<file path="config.mk">
export PLATFORM = sky130hd
export DESIGN_NAME = regfile_dump_engine_flat
export DESIGN_NICKNAME = d
export VERILOG_FILES = /design/src/rtl/regfile_dump_engine_pkg.sv /design/src/rtl/regfile_dump_engine_if.sv /design/src/rtl/regfile_dump_engine_fifo2.sv /design/src/rtl/regfile_dump_engine.sv /design/src/flat_wrapper.sv
export SDC_FILE = /design/constraint.sdc
export NUM_CORES = 1
export LEC_CHECK = 0
export ABC_AREA = 1
export CELL_PAD_IN_SITES_DETAIL_PLACEMENT = 2
export CELL_PAD_IN_SITES_GLOBAL_PLACEMENT = 2
export CORE_UTILIZATION = 30
export DETAILED_ROUTE_END_ITERATION = 16
export PLACE_DENSITY_LB_ADDON = 0.1
export SLEW_MARGIN = 25
export SYNTH_ARGS = -nofsm -noshare
export SYNTH_HDL_FRONTEND = slang
export SYNTH_SLANG_ARGS = --single-unit
</file>
<file path="constraint.sdc">
create_clock -name clk -period 3.7 [get_ports clk]
set_clock_uncertainty 0.1 [all_clocks]
set_input_delay 0.925 -clock clk [delete_from_list [all_inputs] [get_ports clk]]
set_output_delay 0.925 -clock clk [all_outputs]
set_load 0.01 [all_outputs]
</file>
<file path="src/rtl/regfile_dump_engine_pkg.sv">
// Shared types and constants for the register-file dump engine: widths, FSM
// state encoding and the buffered {index, data} entry.
package regfile_dbg_pkg;

    localparam int DATA_W = 32;
    localparam int ADDR_W = 5;

    typedef enum logic [1:0] {
        IDLE  = 2'd0,
        READ  = 2'd1,
        DRAIN = 2'd2,
        DONE  = 2'd3
    } dump_state_e;

    typedef struct packed {
        logic [ADDR_W-1:0] index;
        logic [DATA_W-1:0] data;
    } dump_entry_t;

    // Number of words in an inclusive, wrapping range: 1..32.
    function automatic logic [ADDR_W:0] range_len(input logic [ADDR_W-1:0] first,
                                                  input logic [ADDR_W-1:0] last);
        logic [ADDR_W-1:0] diff;
        diff = last - first;
        return {1'b0, diff} + (ADDR_W+1)'(1);
    endfunction

endpackage

</file>
<file path="src/rtl/regfile_dump_engine_if.sv">
// Register-file read ports plus the valid/ready word stream of the dump engine.
interface regfile_dump_engine_if;
    import regfile_dbg_pkg::*;

    logic [ADDR_W-1:0] rd_addr1;
    logic [ADDR_W-1:0] rd_addr2;
    logic [DATA_W-1:0] rd_data1;
    logic [DATA_W-1:0] rd_data2;
    logic              out_valid;
    logic              out_ready;
    logic [DATA_W-1:0] out_data;
    logic [ADDR_W-1:0] out_index;

    modport master (
        output rd_addr1, rd_addr2, out_valid, out_data, out_index,
        input  rd_data1, rd_data2, out_ready
    );

    modport slave (
        input  rd_addr1, rd_addr2, out_valid, out_data, out_index,
        output rd_data1, rd_data2, out_ready
    );

endinterface

</file>
<file path="src/rtl/regfile_dump_engine_fifo2.sv">
// Two-entry in-order output buffer. Pushes only land in an empty buffer, so
// push and pop are never requested in the same cycle.
module dump_fifo2
    import regfile_dbg_pkg::*;
(
    input  logic        clk,
    input  logic        rst_n,
    input  logic        push1_i,
    input  logic        push2_i,
    input  logic        pop_i,
    input  dump_entry_t entry0_i,
    input  dump_entry_t entry1_i,
    output dump_entry_t head_o,
    output logic [1:0]  count_o,
    output logic        valid_o
);

    dump_entry_t mem0_q, mem0_d;
    dump_entry_t mem1_q, mem1_d;
    logic [1:0]  count_q, count_d;

    // Next-state selection: push has priority, a pop shifts the tail to the head.
    always_comb begin
        mem0_d  = mem0_q;
        mem1_d  = mem1_q;
        count_d = count_q;
        if (push2_i && (count_q == 2'd0)) begin
            mem0_d  = entry0_i;
            mem1_d  = entry1_i;
            count_d = 2'd2;
        end else if (push1_i && (count_q != 2'd2)) begin
            if (count_q == 2'd0) begin
                mem0_d = entry0_i;
            end else begin
                mem1_d = entry0_i;
            end
            count_d = count_q + 2'd1;
        end else if (pop_i && (count_q != 2'd0)) begin
            mem0_d  = mem1_q;
            count_d = count_q - 2'd1;
        end else begin
            count_d = count_q;
        end
    end

    // Buffer storage and occupancy.
    always_ff @(posedge clk or negedge rst_n) begin
        if (!rst_n) begin
            mem0_q  <= '0;
            mem1_q  <= '0;
            count_q <= 2'd0;
        end else begin
            mem0_q  <= mem0_d;
            mem1_q  <= mem1_d;
            count_q <= count_d;
        end
    end

    assign head_o  = mem0_q;
    assign count_o = count_q;
    assign valid_o = (count_q != 2'd0);

endmodule

</file>
<file path="src/rtl/regfile_dump_engine.sv">
// Debug dump engine: walks a wrapping register range two words at a time over
// the register file's asynchronous read ports and streams {index, data} out.
module regfile_dump_engine
    import regfile_dbg_pkg::*;
(
    input  logic              clk,
    input  logic              rst_n,
    input  logic              start_i,
    input  logic [ADDR_W-1:0] first_reg_i,
    input  logic [ADDR_W-1:0] last_reg_i,
    output logic              busy_o,
    output logic              wr_block_o,
    output logic              done_o,
    regfile_dump_engine_if.master bus
);

    dump_state_e       state_q;
    logic [ADDR_W-1:0] ptr_q;
    logic [ADDR_W:0]   remain_q;
    logic [ADDR_W-1:0] rd_addr1_q;
    logic [ADDR_W-1:0] rd_addr2_q;
    logic              busy_q;
    logic              done_q;

    dump_entry_t       entry0_s;
    dump_entry_t       entry1_s;
    dump_entry_t       head_s;
    logic [1:0]        count_s;
    logic              valid_s;
    logic              push1_s;
    logic              push2_s;
    logic              pop_s;

    assign pop_s = valid_s & bus.out_ready;

    // Capture both read ports only into an empty buffer; one port for an odd tail.
    always_comb begin
        push1_s  = 1'b0;
        push2_s  = 1'b0;
        entry0_s = '{index: ptr_q, data: bus.rd_data1};
        entry1_s = '{index: ptr_q + ADDR_W'(1), data: bus.rd_data2};
        if ((state_q == READ) && (count_s == 2'd0)) begin
            if (remain_q >= (ADDR_W+1)'(2)) begin
                push2_s = 1'b1;
            end else begin
                push1_s = 1'b1;
            end
        end else begin
            push1_s = 1'b0;
            push2_s = 1'b0;
        end
    end

    // Dump sequencer: range latch, pointer walk, drain and done pulse.
    always_ff @(posedge clk or negedge rst_n) begin
        if (!rst_n) begin
            state_q    <= IDLE;
            ptr_q      <= '0;
            remain_q   <= '0;
            rd_addr1_q <= '0;
            rd_addr2_q <= '0;
            busy_q     <= 1'b0;
            done_q     <= 1'b0;
        end else begin
            case (state_q)
                IDLE: begin
                    done_q <= 1'b0;
                    if (start_i) begin
                        ptr_q      <= first_reg_i;
                        remain_q   <= range_len(first_reg_i, last_reg_i);
                        rd_addr1_q <= first_reg_i;
                        rd_addr2_q <= first_reg_i + ADDR_W'(1);
                        busy_q     <= 1'b1;
                        state_q    <= READ;
                    end
                end
                READ: begin
                    if (push2_s) begin
                        ptr_q      <= ptr_q + ADDR_W'(2);
                        remain_q   <= remain_q - (ADDR_W+1)'(2);
                        rd_addr1_q <= ptr_q + ADDR_W'(2);
                        rd_addr2_q <= ptr_q + ADDR_W'(3);
                        if (remain_q == (ADDR_W+1)'(2)) begin
                            state_q <= DRAIN;
                        end
                    end else if (push1_s) begin
                        remain_q <= '0;
                        state_q  <= DRAIN;
                    end
                end
                DRAIN: begin
                    // Leave as soon as the final word is being taken, so done follows it directly.
                    if ((count_s == 2'd0) || ((count_s == 2'd1) && pop_s)) begin
                        busy_q  <= 1'b0;
                        done_q  <= 1'b1;
                        state_q <= DONE;
                    end
                end
                DONE: begin
                    done_q  <= 1'b0;
                    state_q <= IDLE;
                end
                default: begin
                    busy_q  <= 1'b0;
                    done_q  <= 1'b0;
                    state_q <= IDLE;
                end
            endcase
        end
    end

    dump_fifo2 u_fifo (
        .clk      (clk),
        .rst_n    (rst_n),
        .push1_i  (push1_s),
        .push2_i  (push2_s),
        .pop_i    (pop_s),
        .entry0_i (entry0_s),
        .entry1_i (entry1_s),
        .head_o   (head_s),
        .count_o  (count_s),
        .valid_o  (valid_s)
    );

    assign bus.rd_addr1  = rd_addr1_q;
    assign bus.rd_addr2  = rd_addr2_q;
    assign bus.out_valid = valid_s;
    assign bus.out_data  = head_s.data;
    assign bus.out_index = head_s.index;
    assign busy_o        = busy_q;
    assign wr_block_o    = busy_q;
    assign done_o        = done_q;

endmodule

</file>
<file path="src/flat_wrapper.sv">
// flat-port wrapper written by rule: the top's interface ports become plain ports
module regfile_dump_engine_flat import regfile_dbg_pkg::*;
  (clk, rst_n, start_i, first_reg_i, last_reg_i, busy_o, wr_block_o, done_o, bus_rd_addr1, bus_rd_addr2, bus_out_valid, bus_out_data, bus_out_index, bus_rd_data1, bus_rd_data2, bus_out_ready);
  regfile_dump_engine_if bus_i ();
  input  logic clk;
  input  logic rst_n;
  input  logic start_i;
  input  logic [ADDR_W-1:0] first_reg_i;
  input  logic [ADDR_W-1:0] last_reg_i;
  output logic busy_o;
  output logic wr_block_o;
  output logic done_o;
  output wire logic [$bits(bus_i.rd_addr1)-1:0] bus_rd_addr1;
  output wire logic [$bits(bus_i.rd_addr2)-1:0] bus_rd_addr2;
  output wire logic [$bits(bus_i.out_valid)-1:0] bus_out_valid;
  output wire logic [$bits(bus_i.out_data)-1:0] bus_out_data;
  output wire logic [$bits(bus_i.out_index)-1:0] bus_out_index;
  input wire logic [$bits(bus_i.rd_data1)-1:0] bus_rd_data1;
  input wire logic [$bits(bus_i.rd_data2)-1:0] bus_rd_data2;
  input wire logic [$bits(bus_i.out_ready)-1:0] bus_out_ready;
  assign bus_rd_addr1 = bus_i.rd_addr1;
  assign bus_rd_addr2 = bus_i.rd_addr2;
  assign bus_out_valid = bus_i.out_valid;
  assign bus_out_data = bus_i.out_data;
  assign bus_out_index = bus_i.out_index;
  assign bus_i.rd_data1 = bus_rd_data1;
  assign bus_i.rd_data2 = bus_rd_data2;
  assign bus_i.out_ready = bus_out_ready;
  regfile_dump_engine u_core (.clk(clk), .rst_n(rst_n), .start_i(start_i), .first_reg_i(first_reg_i), .last_reg_i(last_reg_i), .busy_o(busy_o), .wr_block_o(wr_block_o), .done_o(done_o), .bus(bus_i));
endmodule
</file>
==> flow_summary.json <==
{
  "outcome": "completed",
  "worst_pin_slew_ns": 0.8269,
  "finalMaxSlewViolations": 0,
  "antenna_left": 0,
  "power.internal_mw": 3.324,
  "cap_violations": 0,
  "cp-end-kind": "flop",
  "fin_hold_ws_ns": 0.3798,
  "p_sw_mw": 2.332,
  "rsz0062_at_grt": "no",
  "pin_count": 129,
  "nNetsFinal": 794,
  "multi_input_area_sq_um": 2062,
  "p_sw_share_pct": 41.23,
  "cp_data_required_time_ns": 3.83,
  "overflow": 0,
  "coreArea_sq_um": 15310,
  "antenna_cells": 0,
  "synth_area_sq_um": 4757,
  "routed_via_density": 4.803,
  "first_pass_iters": 4,
  "seq_power_share_pct": 34.3,
  "drt_first_iter_violations": 146,
  "cts_resized": 0,
  "ys.flop_type": "dfrtp_1",
  "reg2reg_depth": 8,
  "htreeDepth": 3,
  "synth-edff-count": 0,
  "grt_util_all_layers_pct": 19.93,
  "antenna_found_initial": 0,
  "ys_ff_latch": 96,
  "grt_max_degree": 55,
  "yosys.cell_types.count": 36,
  "clk_path_buf_depth": 2,
  "ys_seq_area_share_pct": 50.50,
  "report.final.hold_viol_count": 0,
  "power_frac_comb_pct": 48.2,
  "worst_ep_arrival_time_ns": 2.98,
  "startpoint_type": "flop",
  "num_rows": 45,
  "power.leakage_nw": 3.018,
  "start_util_pct": 31.06,
  "slew-limit-headroom_pct": 44.66,
  "wl_um": 15450,
  "fmax_mhz": 350.2,
  "num-fill-cells": 1784,
  "gp_congestion": 0.7359,
  "syn-mean-instance-area_sq_um": 8.230,
  "first_global_vias": 4958,
  "io_buffers": 128,
  "hpwl_um": 11050,
  "criticalPathCategory": "flop to flop",
  "yosysWarningCount": 0,
  "cts_root_buffer": "clkbuf_16",
  "die_x_um": 127.9,
  "hp-class": "flop to flop",
  "clkLatencyLatePin_ns": 0.35,
  "fin_tns_setup_ns": 0,
  "worstPathMaxFanout": 25,
  "cts_tree": "yes",
  "syn_to_final_growth_pct": 37.45,
  "via_count": 4390,
  "period_share_pct": 77.18,
  "drive_above_1_share_pct": 5.974,
  "cts_buffers": 9,
  "die_y_um": 127.9,
  "drc": 0,
  "power_frac_clock_pct": 17.5,
  "syn_inst": 578,
  "pwr_density_cell_nw_per_um2": 865.0,
  "cts.hold.buffers_added": 0,
  "vdd_drop_max_v": 0.0002714,
  "clock_sinks": 96,
  "seq_area_sq_um": 2402,
  "period_minus_slack_ns": 2.856,
  "path_clk_slew_ns": 0.07,
  "syn-num-nets": 674,
  "setup_viol": 0,
  "grt_pass1_wl_um": 25330,
  "design.die.area_sq_um": 16360,
  "async_flop_share_pct": 100.0,
  "cts_setup_buffers": 0,
  "wl_per_cell_um": 16.90,
  "hold_path_depth": 2
}
-- worst max-delay path, stage by stage (launching register included) --
cell,delay (ns)
dfrtp_1,0.40
inv_1,0.13
ha_1,0.25
inv_1,0.12
o21ai_4,0.68
nand2_1,0.49
buf_4,0.37
o211ai_1,0.11
o21ai_1,0.08
-- cell usage after synthesis, types with 2 or more instances --
| cell type | count | area [sq um] |
|---|---|---|
| nand2_1 | 185 | 694.4 |
| dfrtp_1 | 96 | 2402 |
| a21oi_4 | 3 | 48.80 |
| buf_2 | 11 | 55.05 |
| o21ai_0 | 29 | 145.1 |
| nand2_2 | 4 | 25.02 |
| inv_4 | 2 | 12.51 |
| a31oi_1 | 2 | 12.51 |
| a21oi_1 | 14 | 70.07 |
| inv_1 | 37 | 138.9 |
| a22oi_1 | 10 | 75.07 |
| xor2_1 | 5 | 43.79 |
| o22ai_1 | 14 | 87.58 |
| nor3_1 | 21 | 105.1 |
| inv_2 | 4 | 15.01 |
| nor2_1 | 64 | 240.2 |
| buf_1 | 2 | 7.510 |
| o21ai_1 | 8 | 40.04 |
| nand3_1 | 23 | 115.1 |
| nand4_1 | 2 | 12.51 |
| o211ai_1 | 3 | 22.52 |
| ha_1 | 17 | 212.7 |
| clkbuf_1 | 6 | 22.52 |
| buf_4 | 4 | 30.03 |
-- kinds of logic (layout without fill, tap and decap cells) --
family	count (synthesis)	after routing	share of synthesized area, %
simple gates	305	305	26.09
fa+ha+maj	18	18	4.892
flops	96	96	50.50
xor+xnor	6	6	1.105
compound gates	86	86	11.26
buf+inv	67	192	6.154
-- final cells by class --
cell class	instances	share of cell area, %
clock buffers	11	3.865
clock inverters	5	0.9568
inverters	43	2.545
repair buffers	133	20.32
well taps	211	4.038
flip-flops and latches	96	36.74
multi-input cells	415	31.53
-- stage by stage --
step / util (%) / instance area (sq um) / cells / setup slack, ns / power [mW]
2_1_floorplan: - / 4757 / 578 / 1.259 / 3.525
3_3_place_gp: 40.64 / 6223 / 898 / 0.6080 / 4.569
3_5_place_dp: 40.64 / 6223 / 898 / 0.4990 / 4.730
4_1_cts: 42.70 / 6539 / 914 / 0.7604 / 5.773
5_1_grt: 42.70 / 6539 / 914 / 0.6229 / 6.161
6_report: 42.70 / 6539 / 914 / 0.8443 / 5.656
-- cells in the final DEF, fill, tap and decap left out, types with 3 or more instances in the layout --
| master | count |
|---|---|
| a22oi_1 | 10 |
| nor2_1 | 64 |
| o21ai_1 | 8 |
| nor3_1 | 21 |
| o211ai_1 | 3 |
| a21oi_1 | 14 |
| xor2_1 | 5 |
| nand2_2 | 4 |
| clkbuf_16 | 9 |
| nand3_1 | 23 |
| o21ai_0 | 29 |
| nand2_1 | 185 |
| clkdlybuf4s50_1 | 127 |
| dfrtp_1 | 96 |
| inv_2 | 4 |
| inv_1 | 37 |
| ha_1 | 17 |
| buf_4 | 5 |
| a21oi_4 | 3 |
| o22ai_1 | 14 |
-- power groups by stage --
| stage | Sequential (mW) | Clock, mW | Combinational (mW) |
|---|---|---|---|
| finish | 1.94 | 0.992 | 2.72 |
| global route | 2.02 | 1.07 | 3.07 |
| CTS | 1.95 | 1.03 | 2.79 |
| detailed placement | 1.97 | 0 | 2.76 |
| global placement | 1.93 | 0 | 2.64 |
| floorplan | 1.99 | 0 | 1.54 |
-- final timing paths --
path,startpoint,to,slack (ns)
worst min-delay path,u_core.u_fifo.head_o[28]$_DFFE_PN0P_,u_core.u_fifo.head_o[28]$_DFFE_PN0P_,0.38
worst max register to register,u_core.u_fifo.count_o[0]$_DFFE_PN0P_,u_core.u_fifo.count_o[1]$_DFFE_PN0P_,0.84
min in group asynchronous,rst_n,u_core.u_fifo.head_o[29]$_DFFE_PN0P_,0.48
worst min register to register,u_core.u_fifo.head_o[28]$_DFFE_PN0P_,u_core.u_fifo.head_o[28]$_DFFE_PN0P_,0.38
worst max-delay path,u_core.u_fifo.count_o[0]$_DFFE_PN0P_,u_core.u_fifo.count_o[1]$_DFFE_PN0P_,0.84
max in group asynchronous,rst_n,u_core.u_fifo.head_o[25]$_DFFE_PN0P_,2.28
-- sequential cells by signal, indices dropped and copies added (netlist names) --
name / count
u_core.state_q: 2
u_core.u_fifo.mem1_q: 37
u_core.bus.rd_addr2: 5
u_core.ptr_q: 5
u_core.remain_q: 6
u_core.busy_o: 1
u_core.u_fifo.head_o: 37
u_core.u_fifo.count_o: 2
u_core.done_o: 1
-- per-layer routing --
metal / part of all wire (%) / GRT usage [%]
met1: 46 / 24.97
met4: 1.2 / 6.021
met2: 50 / 35.33
met3: 2.9 / 2.963
met5: 0 / 0
No activity file was read; power rests on OpenSTA's default activity.
